**config.mk**
```make
export PLATFORM = sky130hd
export DESIGN_NAME = vram_arbiter_flat
export DESIGN_NICKNAME = d
export VERILOG_FILES = /design/src/rtl/vram_arbiter_if.sv /design/src/rtl/vram_arbiter.sv /design/src/flat_wrapper.sv
export SDC_FILE = /design/constraint.sdc
export NUM_CORES = 1
export LEC_CHECK = 0
export BUFFER_PORTS_ARGS = -buffer_cell sky130_fd_sc_hd__buf_2
export CELL_PAD_IN_SITES_DETAIL_PLACEMENT = 1
export CELL_PAD_IN_SITES_GLOBAL_PLACEMENT = 1
export CORE_ASPECT_RATIO = 1.2
export CORE_MARGIN = 2
export CORE_UTILIZATION = 32
export DETAILED_ROUTE_END_ITERATION = 10
export PLACE_DENSITY = 0.92
export SYNTH_ARGS = -nofsm -noshare
export SYNTH_HDL_FRONTEND = slang
export SYNTH_SLANG_ARGS = --single-unit
```
**constraint.sdc**
```tcl
create_clock -name clk_pixel -period 3.4 [get_ports clk_pixel]
set_input_delay 0.68 -clock clk_pixel [delete_from_list [all_inputs] [get_ports clk_pixel]]
set_output_delay 0.68 -clock clk_pixel [all_outputs]
set_load 0.03 [all_outputs]
```
**src/rtl/vram_arbiter_if.sv**
```systemverilog
`timescale 1ns/1ps
`default_nettype none
// ============================================================================
// Module      : vram_arbiter_if
// Description : Bus bundle between the display fetch engine, the CPU bus
//               requester, the display RAM macro and vram_arbiter.
//               Video side : vid_req, vid_addr -> vid_data
//               CPU side   : cpu_req/we/addr/wdata -> cpu_ack, cpu_rdata
//               RAM side   : ram_addr/we/wdata <- ram_rdata
//               Status     : starve
//               slave  = arbiter view, master = requesters + RAM view.
// Revision    : 1.0 - initial release
// ============================================================================
interface vram_arbiter_if #(
  parameter int ADDR_BITS = 13,
  parameter int DATA_BITS = 8
);
  logic                 vid_req;
  logic [ADDR_BITS-1:0] vid_addr;
  logic [DATA_BITS-1:0] vid_data;

  logic                 cpu_req;
  logic                 cpu_we;
  logic [ADDR_BITS-1:0] cpu_addr;
  logic [DATA_BITS-1:0] cpu_wdata;
  logic                 cpu_ack;
  logic [DATA_BITS-1:0] cpu_rdata;

  logic [ADDR_BITS-1:0] ram_addr;
  logic                 ram_we;
  logic [DATA_BITS-1:0] ram_wdata;
  logic [DATA_BITS-1:0] ram_rdata;

  logic                 starve;

  modport slave (
    input  vid_req, vid_addr, cpu_req, cpu_we, cpu_addr, cpu_wdata, ram_rdata,
    output vid_data, cpu_ack, cpu_rdata, ram_addr, ram_we, ram_wdata, starve
  );

  modport master (
    output vid_req, vid_addr, cpu_req, cpu_we, cpu_addr, cpu_wdata, ram_rdata,
    input  vid_data, cpu_ack, cpu_rdata, ram_addr, ram_we, ram_wdata, starve
  );
endinterface
`default_nettype wire

```
**src/rtl/vram_arbiter.sv**
```systemverilog
`timescale 1ns/1ps
`default_nettype none
// ============================================================================
// Module      : vram_arbiter
// Description : Shares one single-port synchronous display RAM between the
//               pixel fetch engine (absolute priority, fixed 2-cycle latency)
//               and a CPU req/ack requester that gets every free cycle.
//               A sticky starve flag reports CPU requests denied too long.
// Ports       : clk_pixel - pixel clock, all logic on the rising edge
//               reset_n   - asynchronous active-low reset
//               bus       - vram_arbiter_if.slave (video, CPU, RAM, starve)
// Revision    : 1.0 - initial release
// ============================================================================
module vram_arbiter #(
  parameter int ADDR_BITS    = 13,
  parameter int DATA_BITS    = 8,
  parameter int STARVE_LIMIT = 64
) (
  input  logic           clk_pixel,
  input  logic           reset_n,
  vram_arbiter_if.slave  bus
);

  localparam logic [7:0] c_STARVE_LIMIT = 8'(STARVE_LIMIT);
  localparam logic [7:0] c_CNT_MAX      = 8'hFF;

  typedef enum logic [1:0] {
    S_IDLE    = 2'd0,
    S_RD_WAIT = 2'd1,
    S_ACK     = 2'd2
  } state_t;

  state_t               r_state;
  state_t               w_state_next;
  logic                 w_cpu_grant;
  logic                 w_cpu_denied;
  logic [ADDR_BITS-1:0] w_ram_addr;
  logic                 w_ram_we;
  logic [7:0]           w_cnt_next;

  logic                 r_vpend;
  logic [DATA_BITS-1:0] r_vid_data;
  logic [DATA_BITS-1:0] r_cpu_rdata;
  logic [7:0]           r_cnt;
  logic                 r_starve;

  // --------------------------------------------------------------------------
  // FSM state register
  // --------------------------------------------------------------------------
  always_ff @(posedge clk_pixel or negedge reset_n) begin
    if (!reset_n) begin
      r_state <= S_IDLE;
    end else begin
      r_state <= w_state_next;
    end
  end

  // --------------------------------------------------------------------------
  // FSM next state, grant decision and RAM port steering.
  // The CPU can only be granted from IDLE and only when video leaves the
  // port free; a video read may share the RD_WAIT and ACK cycles because
  // the CPU does not drive the port there.
  // --------------------------------------------------------------------------
  always_comb begin
    w_state_next = r_state;
    w_cpu_grant  = 1'b0;
    w_cpu_denied = 1'b0;

    case (r_state)
      S_IDLE: begin
        if (bus.cpu_req) begin
          if (bus.vid_req) begin
            w_cpu_denied = 1'b1;
          end else begin
            w_cpu_grant  = 1'b1;
            w_state_next = bus.cpu_we ? S_ACK : S_RD_WAIT;
          end
        end
      end
      S_RD_WAIT: w_state_next = S_ACK;
      S_ACK:     w_state_next = S_IDLE;
      default:   w_state_next = S_IDLE;
    endcase

    // Idle port parks on the video address so a late video strobe costs nothing.
    w_ram_addr = bus.vid_addr;
    w_ram_we   = 1'b0;
    if (w_cpu_grant) begin
      w_ram_addr = bus.cpu_addr;
      w_ram_we   = bus.cpu_we;
    end

    // Starve counter: cleared on grant or when nobody is asking, saturating.
    w_cnt_next = r_cnt;
    if (w_cpu_grant || ((r_state == S_IDLE) && !bus.cpu_req)) begin
      w_cnt_next = 8'd0;
    end else if (w_cpu_denied && (r_cnt != c_CNT_MAX)) begin
      w_cnt_next = r_cnt + 8'd1;
    end
  end

  // --------------------------------------------------------------------------
  // Datapath: video pipeline, CPU read capture, starvation monitor
  // --------------------------------------------------------------------------
  always_ff @(posedge clk_pixel or negedge reset_n) begin
    if (!reset_n) begin
      r_vpend     <= 1'b0;
      r_vid_data  <= '0;
      r_cpu_rdata <= '0;
      r_cnt       <= 8'd0;
      r_starve    <= 1'b0;
    end else begin
      // RAM data arrives one cycle after the address, so the flag marks the
      // cycle in which ram_rdata belongs to the video fetch.
      r_vpend <= bus.vid_req;
      if (r_vpend) begin
        r_vid_data <= bus.ram_rdata;
      end
      if (r_state == S_RD_WAIT) begin
        r_cpu_rdata <= bus.ram_rdata;
      end
      r_cnt <= w_cnt_next;
      // Set on the same edge the counter reaches the limit; sticky until reset.
      if (w_cnt_next == c_STARVE_LIMIT) begin
        r_starve <= 1'b1;
      end
    end
  end

  assign bus.ram_addr  = w_ram_addr;
  assign bus.ram_we    = w_ram_we;
  assign bus.ram_wdata = bus.cpu_wdata;
  assign bus.vid_data  = r_vid_data;
  assign bus.cpu_rdata = r_cpu_rdata;
  assign bus.cpu_ack   = (r_state == S_ACK);
  assign bus.starve    = r_starve;

endmodule
`default_nettype wire

```
**src/flat_wrapper.sv**
```systemverilog
// flat-port wrapper written by rule: the top's interface ports become plain ports
module vram_arbiter_flat 
#(
  parameter int ADDR_BITS    = 13,
  parameter int DATA_BITS    = 8,
  parameter int STARVE_LIMIT = 64
)
  (clk_pixel, reset_n, bus_vid_req, bus_vid_addr, bus_cpu_req, bus_cpu_we, bus_cpu_addr, bus_cpu_wdata, bus_ram_rdata, bus_vid_data, bus_cpu_ack, bus_cpu_rdata, bus_ram_addr, bus_ram_we, bus_ram_wdata, bus_starve);
  vram_arbiter_if #(.ADDR_BITS(ADDR_BITS), .DATA_BITS(DATA_BITS)) bus_i ();
  input  logic clk_pixel;
  input  logic reset_n;
  input wire logic [$bits(bus_i.vid_req)-1:0] bus_vid_req;
  input wire logic [$bits(bus_i.vid_addr)-1:0] bus_vid_addr;
  input wire logic [$bits(bus_i.cpu_req)-1:0] bus_cpu_req;
  input wire logic [$bits(bus_i.cpu_we)-1:0] bus_cpu_we;
  input wire logic [$bits(bus_i.cpu_addr)-1:0] bus_cpu_addr;
  input wire logic [$bits(bus_i.cpu_wdata)-1:0] bus_cpu_wdata;
  input wire logic [$bits(bus_i.ram_rdata)-1:0] bus_ram_rdata;
  output wire logic [$bits(bus_i.vid_data)-1:0] bus_vid_data;
  output wire logic [$bits(bus_i.cpu_ack)-1:0] bus_cpu_ack;
  output wire logic [$bits(bus_i.cpu_rdata)-1:0] bus_cpu_rdata;
  output wire logic [$bits(bus_i.ram_addr)-1:0] bus_ram_addr;
  output wire logic [$bits(bus_i.ram_we)-1:0] bus_ram_we;
  output wire logic [$bits(bus_i.ram_wdata)-1:0] bus_ram_wdata;
  output wire logic [$bits(bus_i.starve)-1:0] bus_starve;
  assign bus_i.vid_req = bus_vid_req;
  assign bus_i.vid_addr = bus_vid_addr;
  assign bus_i.cpu_req = bus_cpu_req;
  assign bus_i.cpu_we = bus_cpu_we;
  assign bus_i.cpu_addr = bus_cpu_addr;
  assign bus_i.cpu_wdata = bus_cpu_wdata;
  assign bus_i.ram_rdata = bus_ram_rdata;
  assign bus_vid_data = bus_i.vid_data;
  assign bus_cpu_ack = bus_i.cpu_ack;
  assign bus_cpu_rdata = bus_i.cpu_rdata;
  assign bus_ram_addr = bus_i.ram_addr;
  assign bus_ram_we = bus_i.ram_we;
  assign bus_ram_wdata = bus_i.ram_wdata;
  assign bus_starve = bus_i.starve;
  vram_arbiter #(.ADDR_BITS(ADDR_BITS), .DATA_BITS(DATA_BITS), .STARVE_LIMIT(STARVE_LIMIT)) u_core (.clk_pixel(clk_pixel), .reset_n(reset_n), .bus(bus_i));
endmodule
```
== After elaboration in Yosys (flattened, before gate mapping) ==
Cells that the tools add are included.

* Add/sub/neg operators: 1
* Mux-type cells: 14
* Equality and inequality tests: 6
* Reductions and logical operators: 6

{| class="wikitable"
|+ Operator list
! cell !! count
|-
| two-way mux 8 bit || 2
|-
| two-way mux 13 bit || 1
|-
| adder 8 x 1 -> 8 bit (second input constant) || 1
|-
| equality test 8 x 7 -> 1 bit (second input constant) || 1
|-
| != test 8 bit (second input constant) || 1
|-
| two-way mux 1 bit || 7
|-
| two-way mux 2 bit || 3
|-
| != test 2 bit (second input constant) || 2
|-
| one-hot mux 2 bit (2 select lines) || 1
|-
| equality test 2 x 1 -> 1 bit (second input constant) || 1
|-
| equality test 2 bit (second input constant) || 1
|-
| logical AND 1 bit || 2
|-
| logical NOT 2 bit || 1
|-
| AND reduction 2 bit || 1
|-
| logical NOT 1 bit || 1
|-
| logical OR 1 bit || 1
|}

* Word-level logic and storage cells: 33
* Register bits after elaboration: 28
* Input bits: 47
* Output and inout port bits: 40

== Logic depth before layout (Yosys ltp) ==
Gate-level depths: netlist of the first run.

* Depth after elaboration: 7
* Gate-level depth with buffers: 6
* Depth with buffers taken out: 6

== Worst setup path after synthesis of the first run ==
No wires, ideal clock.

* Path type: input-to-output
* From: in bus_vid_req
* To: out bus_ram_addr[10]
* Arrival time: 1728 ps
* Setup slack: 992 ps
* Stages on the path: 5
* Path buffers: 2
* Cell sequence: inv_1 -> and3_1 -> clkbuf_1 -> buf_2 -> mux2_2

* Word-level cells in the longest chain between the ends: 4

{| class="wikitable"
|+ RTL lines
! what !! line !! source
|-
| from (decl) || flat_wrapper.sv:12 || <nowiki>input wire logic [$bits(bus_i.vid_req)-1:0] bus_vid_req;</nowiki>
|-
| two-way mux 1 bit || vram_arbiter.sv:72 || <nowiki>if (bus.vid_req) begin</nowiki>
|-
| two-way mux 1 bit || vram_arbiter.sv:71 || <nowiki>if (bus.cpu_req) begin</nowiki>
|-
| two-way mux 1 bit || vram_arbiter.sv:69 || <nowiki>case (r_state)</nowiki>
|-
| two-way mux 13 bit || vram_arbiter.sv:88 || <nowiki>if (w_cpu_grant) begin</nowiki>
|-
| to (decl) || flat_wrapper.sv:22 || <nowiki>output wire logic [$bits(bus_i.ram_addr)-1:0] bus_ram_addr;</nowiki>
|}

No other way between the ends.

== Worst setup path after layout of the first run ==
* From: reg u_core.r_state[1]
* To: out bus_ram_addr[5]

* Word-level cells in the longest chain between the ends: 3

{| class="wikitable"
|+ RTL lines
! what !! line !! source
|-
| from (decl) || vram_arbiter.sv:33 || <nowiki>state_t r_state;</nowiki>
|-
| from (signal assigned) || vram_arbiter.sv:54 || <nowiki>r_state <= w_state_next;</nowiki>
|-
| logical NOT 2 bit || vram_arbiter.sv:69 ||
|-
| two-way mux 1 bit || vram_arbiter.sv:69 ||
|-
| two-way mux 13 bit || vram_arbiter.sv:88 ||
|}

No other way between the ends.

==> results.txt, run 1 <==
The critical path data required time was 2720 ps; the post-DP HPWL was 2.76 mm. The logs give 0 for the number of antenna violations at the first check in global routing and 0 for the remaining antenna violation count after routing. The average footprint of a synthesized cell is 11.4 um^2, and the register clock-pin slew on the reported worst setup and hold paths is 90 ps.

The tools report the via count of the first global-routing pass as 1331. Yosys printed 0 warnings. Clock latency on the worst-skew pair, taken at its later pin, is 270 ps. For the number of vias after detailed routing, the log shows 1254.

DRC violations left: 0. The maximum fanout along the worst path was 15; the post-synthesis cell count was 132. For the final routed database, the setup TNS stands at 0 ps. The run gives 5.90 mm as the wire length of the first global-routing pass. Summed over all nets, wire length on met3 after detailed routing comes to 271 um. The tools report the number of different library cells in the post-synthesis netlist as 33. For this design the ratio of total power to cell area is 480 nW/um^2. The wire length the detailed router placed on met1 is 1.32 mm, and the weighted congestion reported at the end of routability-driven placement is 0.735. The total global routing track utilization is 14.4%. The netlist area before placement was 1510 um^2; the top achievable clock speed was 0.351 GHz. The nature of the critical path startpoint is a flop. VDD sags by at most 0.139 mV.

The run gives 23 as the number of violations reported at the end of detailed-routing iteration 0. At the placement stage, the worst setup path has a slack of 741 ps. Summed over all nets, wire length on met2 after detailed routing comes to 1.86 mm. The count of cells in the finished layout, fillers not included, comes to 250. Number of top-level pins: 87. During placement, the flow inserted port buffers numbering 70. The transition time at the pin with the least slew margin was 605 ps. The die height was 79.2 um; the worst hold slack across all endpoints was 399 ps. Setup slack on the critical path of the routed design comes to 548 ps. The number of nets handed over by synthesis was 180. The area enclosed by the die boundary came out at 5280 um^2.

TritonCTS built the clock tree. The number of antenna diodes in the final layout is 0. For this run the aggregate overflow at the end of global routing stands at 0. Total power: 0.920 mW. In the routed layout, each cell is associated on average with a via count of 5.02. The leakage power is 0.918 nW. Entering global routing, the biggest net connects 29 pins. The total of endpoints with negative setup slack in the final report was 0.

In this run the worst hold path is classified as in2async. The run gives 28 as the number of clock sinks. The length of the first detailed-routing pass in iterations came out at 4. The uppermost signal routing layer after detailed routing is met4.

In this run, synthesis produced a sequential element count of 28. The final count of pins violating max slew was 0; the total of max-cap violations was 0. Buffers inserted during clock tree synthesis total 3. The critical path is of the reg2out type. For this run, the register share of the synthesized area comes to 46.4%. For the placement row count, the log shows 27. The initial core utilization came out at 33.1%.

STA classifies the critical path endpoint as an output pin. The logs give 0 for the post-CTS resize count and 3.52 mm for the post-detailed-routing wire length. The core region is 4560 um^2. Compared with the post-synthesis result, the final layout area differs by 27.1%. In this run the tightest slew margin relative to its limit is 59.7%. Post-CTS setup-driven buffer insertion count: 0. The net total in the final layout came out at 241. The arrival time of data at the critical path endpoint was 2170 ps; the maximum clock skew at final layout was 3.24 ps.

In this run, post-CTS hold repair placed 0 buffers. Share of post-route cells with drive strength above 1: 56.3%. Cell chosen for the clock root: sky130_fd_sc_hd__clkbuf_8. The portion of the clock cycle consumed by the worst path in the final layout is 83.9%, and the wire length per cell after detailed routing is 14.1 um. The tools report the total placed cells including tap cells as 246. Setup repair after global routing left no endpoint under its margin.

The clock passes through at most 2 buffers. The run finished with clean final reports. The final critical path time including I/O delays and setup came out at 2850 ps. Maximum level of the CTS H-tree: 1.

The die is 66.7 um wide. The tools report the number of hold violations in the final report as 0.
==> worst max-delay path: stages, from the launching register on <==
cell	delay, ps
sky130_fd_sc_hd__dfrtp_1	420
sky130_fd_sc_hd__nor2_1	310
sky130_fd_sc_hd__and3_1	580
sky130_fd_sc_hd__mux2_2	400
sky130_fd_sc_hd__buf_2	180
==> power by group <==
| group | internal (mW) | switching [mW] |
|---|---|---|
| combinational | 0.0988 | 0.166 |
| sequential | 0.372 | 0.0222 |
| clock | 0.158 | 0.104 |
| total | 0.628 | 0.292 |
==> worst paths after layout <==
check                                       start                     end  slack [ps]  cells after the start
worst max register to register    u_core.r_cnt[0]       u_core.bus.starve        1370                      6
min in group clk_pixel          u_core.bus.starve       u_core.bus.starve         470                      2
max in group asynchronous                 reset_n  u_core.bus.vid_data[5]        2600                      1
worst max-delay path            u_core.r_state[1]         bus_ram_addr[5]         550                      4
worst min register to register  u_core.bus.starve       u_core.bus.starve         470                      2
worst min-delay path                      reset_n         u_core.r_cnt[7]         400                      1
==> routing by layer <==
| metal | GRT usage, % | vias up |
|---|---|---|
| li1 | - | 587 |
| met1 | 15.5 | 601 |
| met2 | 27.3 | 62 |
| met3 | 2.12 | 4 |
| met4 | 5.71 | 0 |
| met5 | 0 | - |
==> state kept, by name (all words and copies together), names as in the netlist <==
signal / flops
u_core.bus.vid_data: 8
u_core.bus.starve: 1
u_core.bus.cpu_rdata: 8
u_core.r_vpend: 1
u_core.r_state: 2
u_core.r_cnt: 8
==> Yosys cell counts <==
cell type                   n  area [um^2]
sky130_fd_sc_hd__inv_1      3         11.3
sky130_fd_sc_hd__and4_1     2         17.5
sky130_fd_sc_hd__nand4_1    3         18.8
sky130_fd_sc_hd__a31oi_1    2         12.5
sky130_fd_sc_hd__and2_4     1         8.76
sky130_fd_sc_hd__and3_1     4         25.0
sky130_fd_sc_hd__o311ai_0   1         8.76
sky130_fd_sc_hd__o31ai_1    1         7.51
sky130_fd_sc_hd__nand3_1    6         30.0
sky130_fd_sc_hd__a21oi_1    2         10.0
sky130_fd_sc_hd__buf_2      1         5.00
sky130_fd_sc_hd__o32ai_1    1         8.76
sky130_fd_sc_hd__xor2_1     3         26.3
sky130_fd_sc_hd__a211oi_1   1         7.51
sky130_fd_sc_hd__buf_4      9         67.6
sky130_fd_sc_hd__and2_1     4         25.0
sky130_fd_sc_hd__o41ai_2    1         16.3
sky130_fd_sc_hd__o221a_1    1         11.3
sky130_fd_sc_hd__mux2_2    29          327
sky130_fd_sc_hd__nand2_1    2         7.51
sky130_fd_sc_hd__a311oi_2   1         15.0
sky130_fd_sc_hd__nor3_1     3         15.0
sky130_fd_sc_hd__a32o_1     1         10.0
sky130_fd_sc_hd__o21ai_0    1         5.00
sky130_fd_sc_hd__clkbuf_2   1         5.00
sky130_fd_sc_hd__nor4bb_1   1         10.0
sky130_fd_sc_hd__dfrtp_1   28          701
sky130_fd_sc_hd__nor2b_1    3         18.8
sky130_fd_sc_hd__ha_1       1         12.5
sky130_fd_sc_hd__and3_2     1         7.51
sky130_fd_sc_hd__nor2_1     8         30.0
sky130_fd_sc_hd__nand2b_1   2         12.5
sky130_fd_sc_hd__clkbuf_1   4         15.0
==> stage by stage <==
stage | area [um^2] | util, %
after floorplan | 1510 | -
after global placement | 1850 | 40.5
after detailed placement | 1850 | 40.5
after CTS | 1920 | 42.1
after global routing | 1920 | 42.1
final | 1920 | 42.1
==> placed cells by master, fill, tap and decap left out, types with 2 or more instances in the layout <==
cell / count
sky130_fd_sc_hd__buf_2: 70
sky130_fd_sc_hd__nand3_1: 6
sky130_fd_sc_hd__nand2_1: 2
sky130_fd_sc_hd__nor3_1: 3
sky130_fd_sc_hd__and2_1: 4
sky130_fd_sc_hd__mux2_2: 29
sky130_fd_sc_hd__a31oi_1: 2
sky130_fd_sc_hd__nand4_1: 3
sky130_fd_sc_hd__nor2_1: 8
sky130_fd_sc_hd__clkbuf_8: 3
sky130_fd_sc_hd__a21oi_1: 2
sky130_fd_sc_hd__inv_1: 3
sky130_fd_sc_hd__nor2b_1: 3
sky130_fd_sc_hd__xor2_1: 3
sky130_fd_sc_hd__and4_1: 2
sky130_fd_sc_hd__dfrtp_1: 28
sky130_fd_sc_hd__and3_1: 4
sky130_fd_sc_hd__nand2b_1: 2
==> layout make-up <==
cell class                 instances  area [um^2]
inverter                           3         11.3
timing repair buffer              71          358
clock buffer                       3         41.3
tap                               58         72.6
clock inverter                     1         30.0
fill                             542         2640
multi-input combinational         86          704
sequential                        28          701
==> cell families (layout without fill, tap and decap cells) <==
family / Yosys count / in the layout / synth area share, %
adder cells (fa/ha/maj): 1 / 1 / 0.829
AND/OR/NAND/NOR: 40 / 40 / 15.0
AO/OA/AOI/OAI: 13 / 13 / 7.46
buffers and inverters: 18 / 78 / 6.88
XOR/XNOR: 3 / 3 / 1.74
flip-flops: 28 / 28 / 46.4
multiplexers: 29 / 29 / 21.6
Note: power is estimated with default switching activity, not from simulation.
==> run 2: changes to the inputs <==
==> constraint.sdc (replaced) <==
create_clock -name clk_pixel -period 2.75 [get_ports clk_pixel]
set_input_delay 0.55 -clock clk_pixel [delete_from_list [all_inputs] [get_ports clk_pixel]]
set_output_delay 0.55 -clock clk_pixel [all_outputs]
set_load 0.03 [all_outputs]
==> run 2 against run 1 <==
Against the previous run: non-clock buffer count is 1 higher; count of clock-buffer cells in the layout unchanged; cell area grew 0.59%; register-to-register slack lost 650 ps; setup slack got worse by 280 ps; via count grew 0.96%; largest power group unchanged; highest routed layer unchanged.
==> results.txt, run 2 (synthesis gave the netlist of run 1 again) <==
The clock net in this run drives a total of 28 sinks. The run gives 0 ps as the sum of negative setup slack. The transition time at the pin with the least slew margin works out to 638 ps. In the layout the commonest cells are sky130_fd_sc_hd__buf_2 (70), sky130_fd_sc_hd__mux2_2 (29), sky130_fd_sc_hd__dfrtp_1 (28). The flow ran to the end, and the final reports show no timing, DRC or antenna violations. The critical path data required time was 2200 ps.

The worst setup path is launched from a flop. The clock insertion delay at the later pin of the skew report was 270 ps. 0 antenna diodes ended up in the layout. The finished cells cover 1930 um^2. Counting the buffers created by CTS gives 3. The tools report the total of max-cap violations as 0. Traced cell by cell, the critical path runs through nor2_2 > and3_2 > mux2_2 > buf_2. The die height came out at 79.2 um. Global routing used 15.3% of the available tracks across all layers.

The logs give 28.7% for the met2 global-route usage and 0.258 mV for the maximum vdd ir drop. Hold repair after CTS inserted 0 buffers. At the end of the flow, the number of nets in the layout was 242. The post-route netlist has 57.5% of its cells at a drive strength greater than 1. Leading cell type in the layout, fill and taps excluded: sky130_fd_sc_hd__buf_2. The total area inside the core boundary comes to 4560 um^2. For this design the ratio of total power to cell area is 594 nW/um^2. The die boundary width came out at 66.7 um.

For the maximum level of the CTS H-tree, the log shows 1. Dividing the detail-routed via count by the number of cells gives 5.04. The detailed router placed 1266 vias in this run.

Setup violations remaining at the end of the flow were counted as 0. The run gives 27 as the placement row count. Power comes to 1.15 mW.

For the number of antenna violations at the first check in global routing, the log shows 0. After the first detailed-routing iteration, the DRC count stood at 24. The global routing stage identified its most utilized layer as met2.

The met1 global-route usage came out at 16.1%. The tools report the maximum buffer depth of the clock tree as 2. The tools report the DRC violations left as 0. For the final database, setup skew stands at 4.08 ps. The global routing met3 resource utilization was 2.83%; the maximum fanout along the worst path was 14. The number of hold violations in the final report is 0. The via count of the first global-routing pass was 1361. Setup repair after global routing left no endpoint under its margin. Based on the critical path, the design can be clocked at up to 0.403 GHz.

Entering global routing, the biggest net connects 29 pins. The class of the worst hold path is in2async. The placement-stage cell area was 1850 um^2; the leakage power was 0.924 nW. The portion of the clock cycle consumed by the worst path in the final layout is 90.2%. TritonCTS built the clock tree. The count of buffering cells on the critical path with inverters included works out to 1. Measured against its own limit, the worst slew margin works out to 57.4%. Summed over all layers, the routed wires come to 3.70 mm. The count of buffers added on input and output ports is 70.

The cell sitting at the root of the clock tree is a sky130_fd_sc_hd__clkbuf_8. The critical path is of the reg2out type. The area overhead of the layout relative to synthesis came out at 27.9%. The largest single stage delay on the critical path is 440 ps. The final critical path time including I/O delays and setup is 2480 ps, and the remaining antenna violation count after routing is 0. The register clock-pin slew on the reported worst setup and hold paths is 100 ps.

Grouping stages by cell kind, the critical path spends the most delay in simple AND/OR/NAND/NOR gates. For the post-CTS setup-driven buffer insertion count, the log shows 0. For this run, the detailed router's first-pass iteration total came to 4. The final count of pins violating max slew is 0.

Weighted congestion reported at the end of routability-driven placement: 0.768. After detailed routing, the average wire length per cell comes to 14.7 um. The largest individual stage delay along the critical path comes from the cell sky130_fd_sc_hd__dfrtp_1.

Global routing finished with a remaining overflow of 0. For this design the top-level I/O count stands at 87. The worst setup path is captured at an output pin. The first global-routing pass estimated 6.24 mm of wire. The initial utilization of the core area, before any placement, comes to 33.1%. The logs give 1930 ps for the arrival time of data at the critical path endpoint and 5280 um^2 for the area enclosed by the die boundary. Once detailed placement completed, the half-perimeter wirelength came to 2.92 mm.
## run 2: power by group
part | total [mW] | switching, mW | internal (mW)
clock | 0.326 | 0.131 | 0.195
combinational | 0.331 | 0.207 | 0.124
sequential | 0.488 | 0.0278 | 0.460
## run 2: cell type report
class                   instances  area [um^2]
clock buffers                   3         41.3
clock inverters                 1         30.0
fillers                       523         2630
inverters                       3         11.3
multi-input cells              86          708
flip-flops and latches         28          701
well taps                      58         72.6
repair buffers                 72          365
## run 2: through the flow
step	cells	util (%)	worst slack [ps]	hold slack (ps)
after CTS	251	42.2	172	306
final	251	42.3	268	285
after floorplan	132	-	514	254
after global placement	247	40.7	386	450
after global routing	251	42.3	123	323
after detailed placement	247	40.7	312	452
## run 2: per-layer routing
metal,vias up,routed length (um)
met1,618,1390
li1,589,-
met5,-,0
met4,0,36
met2,57,2020
met3,2,254
## run 2: final timing paths
kind                                                to  slack, ps  cells past startpoint               from
worst max-delay path                   bus_ram_addr[2]        270                      4  u_core.r_state[1]
worst min-delay path                 u_core.bus.starve        280                      1            reset_n
worst max register to register       u_core.bus.starve        720                      6    u_core.r_cnt[0]
worst min register to register       u_core.bus.starve        470                      2  u_core.bus.starve
max in group asynchronous       u_core.bus.vid_data[5]       2050                      1            reset_n
min in group clk_pixel                  u_core.r_vpend        420                      1        bus_vid_req
## run 2: worst reg2reg max path: stages, from the launching register on
cell and delay (ps):
sky130_fd_sc_hd__dfrtp_1 480, sky130_fd_sc_hd__ha_1 270, sky130_fd_sc_hd__and3_2 260, sky130_fd_sc_hd__nand3_1 170, sky130_fd_sc_hd__a32o_1 330, sky130_fd_sc_hd__nand2b_1 160, sky130_fd_sc_hd__o41ai_2 270
## run 2: timing repair
| item | in CTS | in global routing |
|---|---|---|
| pin swaps | 0 | 0 |
| gates resized for setup | 1 | 1 |
| setup endpoints to repair | 2 | 10 |
==> run 3: changes to the inputs <==
--- a/config.mk
+++ b/config.mk
@@ -8,11 +8,12 @@
 export BUFFER_PORTS_ARGS = -buffer_cell sky130_fd_sc_hd__buf_2
 export CELL_PAD_IN_SITES_DETAIL_PLACEMENT = 1
 export CELL_PAD_IN_SITES_GLOBAL_PLACEMENT = 1
-export CORE_ASPECT_RATIO = 1.2
+export CORE_ASPECT_RATIO = 1.4
 export CORE_MARGIN = 2
 export CORE_UTILIZATION = 32
 export DETAILED_ROUTE_END_ITERATION = 10
 export PLACE_DENSITY = 0.92
+export SKIP_CTS_REPAIR_TIMING = 1
 export SYNTH_ARGS = -nofsm -noshare
 export SYNTH_HDL_FRONTEND = slang
 export SYNTH_SLANG_ARGS = --single-unit
==> run 3 against run 2 <==
Against the previous run: sequential cell count unchanged; critical endpoint is now bus_ram_addr[10]; largest cell class unchanged; cell area barely moved; largest power group unchanged; global-route usage up 0.25 points; clock power is essentially flat; power hardly changed; combinational power about the same.
==> results.txt, run 3 (synthesis gave the netlist of run 1 again) <==
In this run the power density over the cells is 593 nW/um^2. The tightest hold path in the finished design has a slack of 279 ps. The via count normalized by instance count is 5.04, and the maximum number of pins on one net before global-route repair is 29. The maximum fanout along the worst path was 15; the total global routing track utilization was 15.5%. The kind of cell with the highest combined delay along the critical path is simple AND/OR/NAND/NOR gates.

After floorplanning, the core was sized to cover 4540 um^2. For the placement row count, the log shows 29. For the initial core utilization, the log shows 33.3%.

Clock latency on the worst-skew pair, taken at its later pin, is 280 ps. Measured along the x axis, the die boundary spans 62.0 um. In this run switching power makes up 32.1% of total power. The number of clock sinks is 28. The run gives 1285 as the number of vias after detailed routing. The number of buffers and inverters on the critical path is 2. The leakage power is 0.924 nW, and the portion of the clock cycle consumed by the worst path in the final layout is 92.0%. Placement-stage cell area: 1860 um^2. Power comes to 1.15 mW.

Setup slack closes at 219 ps. TritonCTS built the clock tree. Setup repair after global routing left no endpoint under its margin.

The run gives 2.89 mm as the post-DP HPWL. Measured on the finished design, the core utilization comes to 42.6%. The first global-routing pass estimated 6.21 mm of wire.

The final count of pins violating max slew was 0. After detailed routing, the average wire length per cell comes to 14.5 um. The tools report the top achievable clock speed as 0.395 GHz. The net total in the final layout was 242. The worst-case IR drop observed on VDD is 0.216 mV. For this design the top-level I/O count stands at 87. Via count of the first global-routing pass: 1353. The maximum clock skew at final layout came out at 8.51 ps. For the number of antenna violations at the first check in global routing, the log shows 0. The count of nets left with antenna violations once routing finished came out at 0. At the placement stage, the worst setup path has a slack of 537 ps. The maximum level of the CTS H-tree is 1. On the worst path, the slowest cell contributes a delay of 440 ps.

The finished layout holds 255 standard cells, fillers aside. At the worst endpoint, the required time is 2200 ps. For the sum of negative setup slack, the log shows 0 ps.

The maximum buffer depth of the clock tree was 2; the area overhead of the layout relative to synthesis was 27.9%. Headroom to the max-slew limit came out at 57.4%. The run gives 0 as the remaining global-route overflow. The final critical path time including I/O delays and setup is 2530 ps, and the share of post-route cells with drive strength above 1 is 56.5%.

The die height is 85.3 um, and the total placed cells including tap cells is 251. The register clock-pin slew on the reported worst setup and hold paths works out to 100 ps. The critical path goes through nor2_1 > and3_1 > buf_4 > mux2_2 > buf_2. In this run, CTS created clock tree buffers numbering 3.

The class of the worst hold path is in2async. Leading cell type in the layout, fill and taps excluded: sky130_fd_sc_hd__buf_2. Registers are responsible for 42.6% of the overall power. In the routed design, unresolved DRC markers number 0. The number of hold violations in the final report came out at 0.

For this design the total switching power over the nets is 0.367 mW. The finished cells cover 1930 um^2. For this design, the slowest cell found on the critical path is sky130_fd_sc_hd__dfrtp_1. The critical path is of the reg2out type. In the layout the commonest cells are sky130_fd_sc_hd__buf_2 (70), sky130_fd_sc_hd__mux2_2 (29), sky130_fd_sc_hd__dfrtp_1 (28). Setup violations remaining at the end of the flow were counted as 0. The transition time at the pin with the least slew margin is 639 ps, and the area enclosed by the die boundary is 5290 um^2.

For the antenna cell count, the log shows 0. Total of max-cap violations: 0. The post-detailed-routing wire length was 3.70 mm. The length of the first detailed-routing pass in iterations was 4; the weighted congestion reported at the end of routability-driven placement was 0.884.

Port buffering added 70 buffers. The run finished with clean final reports. The internal portion of the total power is 0.778 mW.

The first routing iteration left 15 violations. In this run, the clock network consumes 28.2% of the power. For the arrival time of data at the critical path endpoint, the log shows 1980 ps. Nature of the critical path startpoint: a flop. In this run, the combinational gates consume 29.2% of the power.

The tools report the endpoint type of the worst setup path as an output pin. The cell chosen for the clock root is sky130_fd_sc_hd__clkbuf_8.
[run 3: cell counts in the layout (fill, tap and decap cells not counted)]
No cell type changed its count.
[run 3: worst reg2reg max path: cells and delay by family, from the launching register on]
family	cells	cell delay [ps]
adder cells (fa/ha/maj)	1	280
AO/OA/AOI/OAI	2	600
flip-flops	1	470
AND/OR/NAND/NOR	3	620
[run 3: area by class of cell]
type / instances / area [um^2]
Inverter: 3 / 11.3
Sequential cell: 28 / 701
Multi-Input combinational cell: 86 / 704
Fill cell: 535 / 2610
Clock buffer: 3 / 41.3
Clock inverter: 1 / 30.0
Tap cell: 62 / 77.6
Timing Repair Buffer: 72 / 365
[run 3: per-layer routing]
metal	up-vias	routed length [um]	global-route usage, %
met5	-	0	0
met4	0	59	6.00
met3	9	209	2.13
met2	63	2080	28.3
met1	625	1350	17.0
li1	588	-	-
[run 3: final timing paths]
check | start | end | slack [ps] | cells past startpoint
worst max-delay path | u_core.r_state[0] | bus_ram_addr[10] | 220 | 5
worst min-delay path | reset_n | u_core.r_state[0] | 280 | 1
worst max register to register | u_core.r_cnt[0] | u_core.bus.starve | 700 | 6
worst min register to register | u_core.bus.starve | u_core.bus.starve | 460 | 2
max in group asynchronous | reset_n | u_core.r_cnt[4] | 2040 | 1
min in group clk_pixel | bus_vid_req | u_core.r_vpend | 410 | 1
[run 3: power by group through the flow]
stage                     Clock (mW)  Sequential [mW]  Combinational, mW
after floorplan                    0            0.583              0.152
after global placement             0            0.493              0.329
after detailed placement           0            0.496              0.338
after CTS                      0.331            0.488              0.339
after global routing           0.344            0.496              0.355
final                          0.323            0.488              0.334
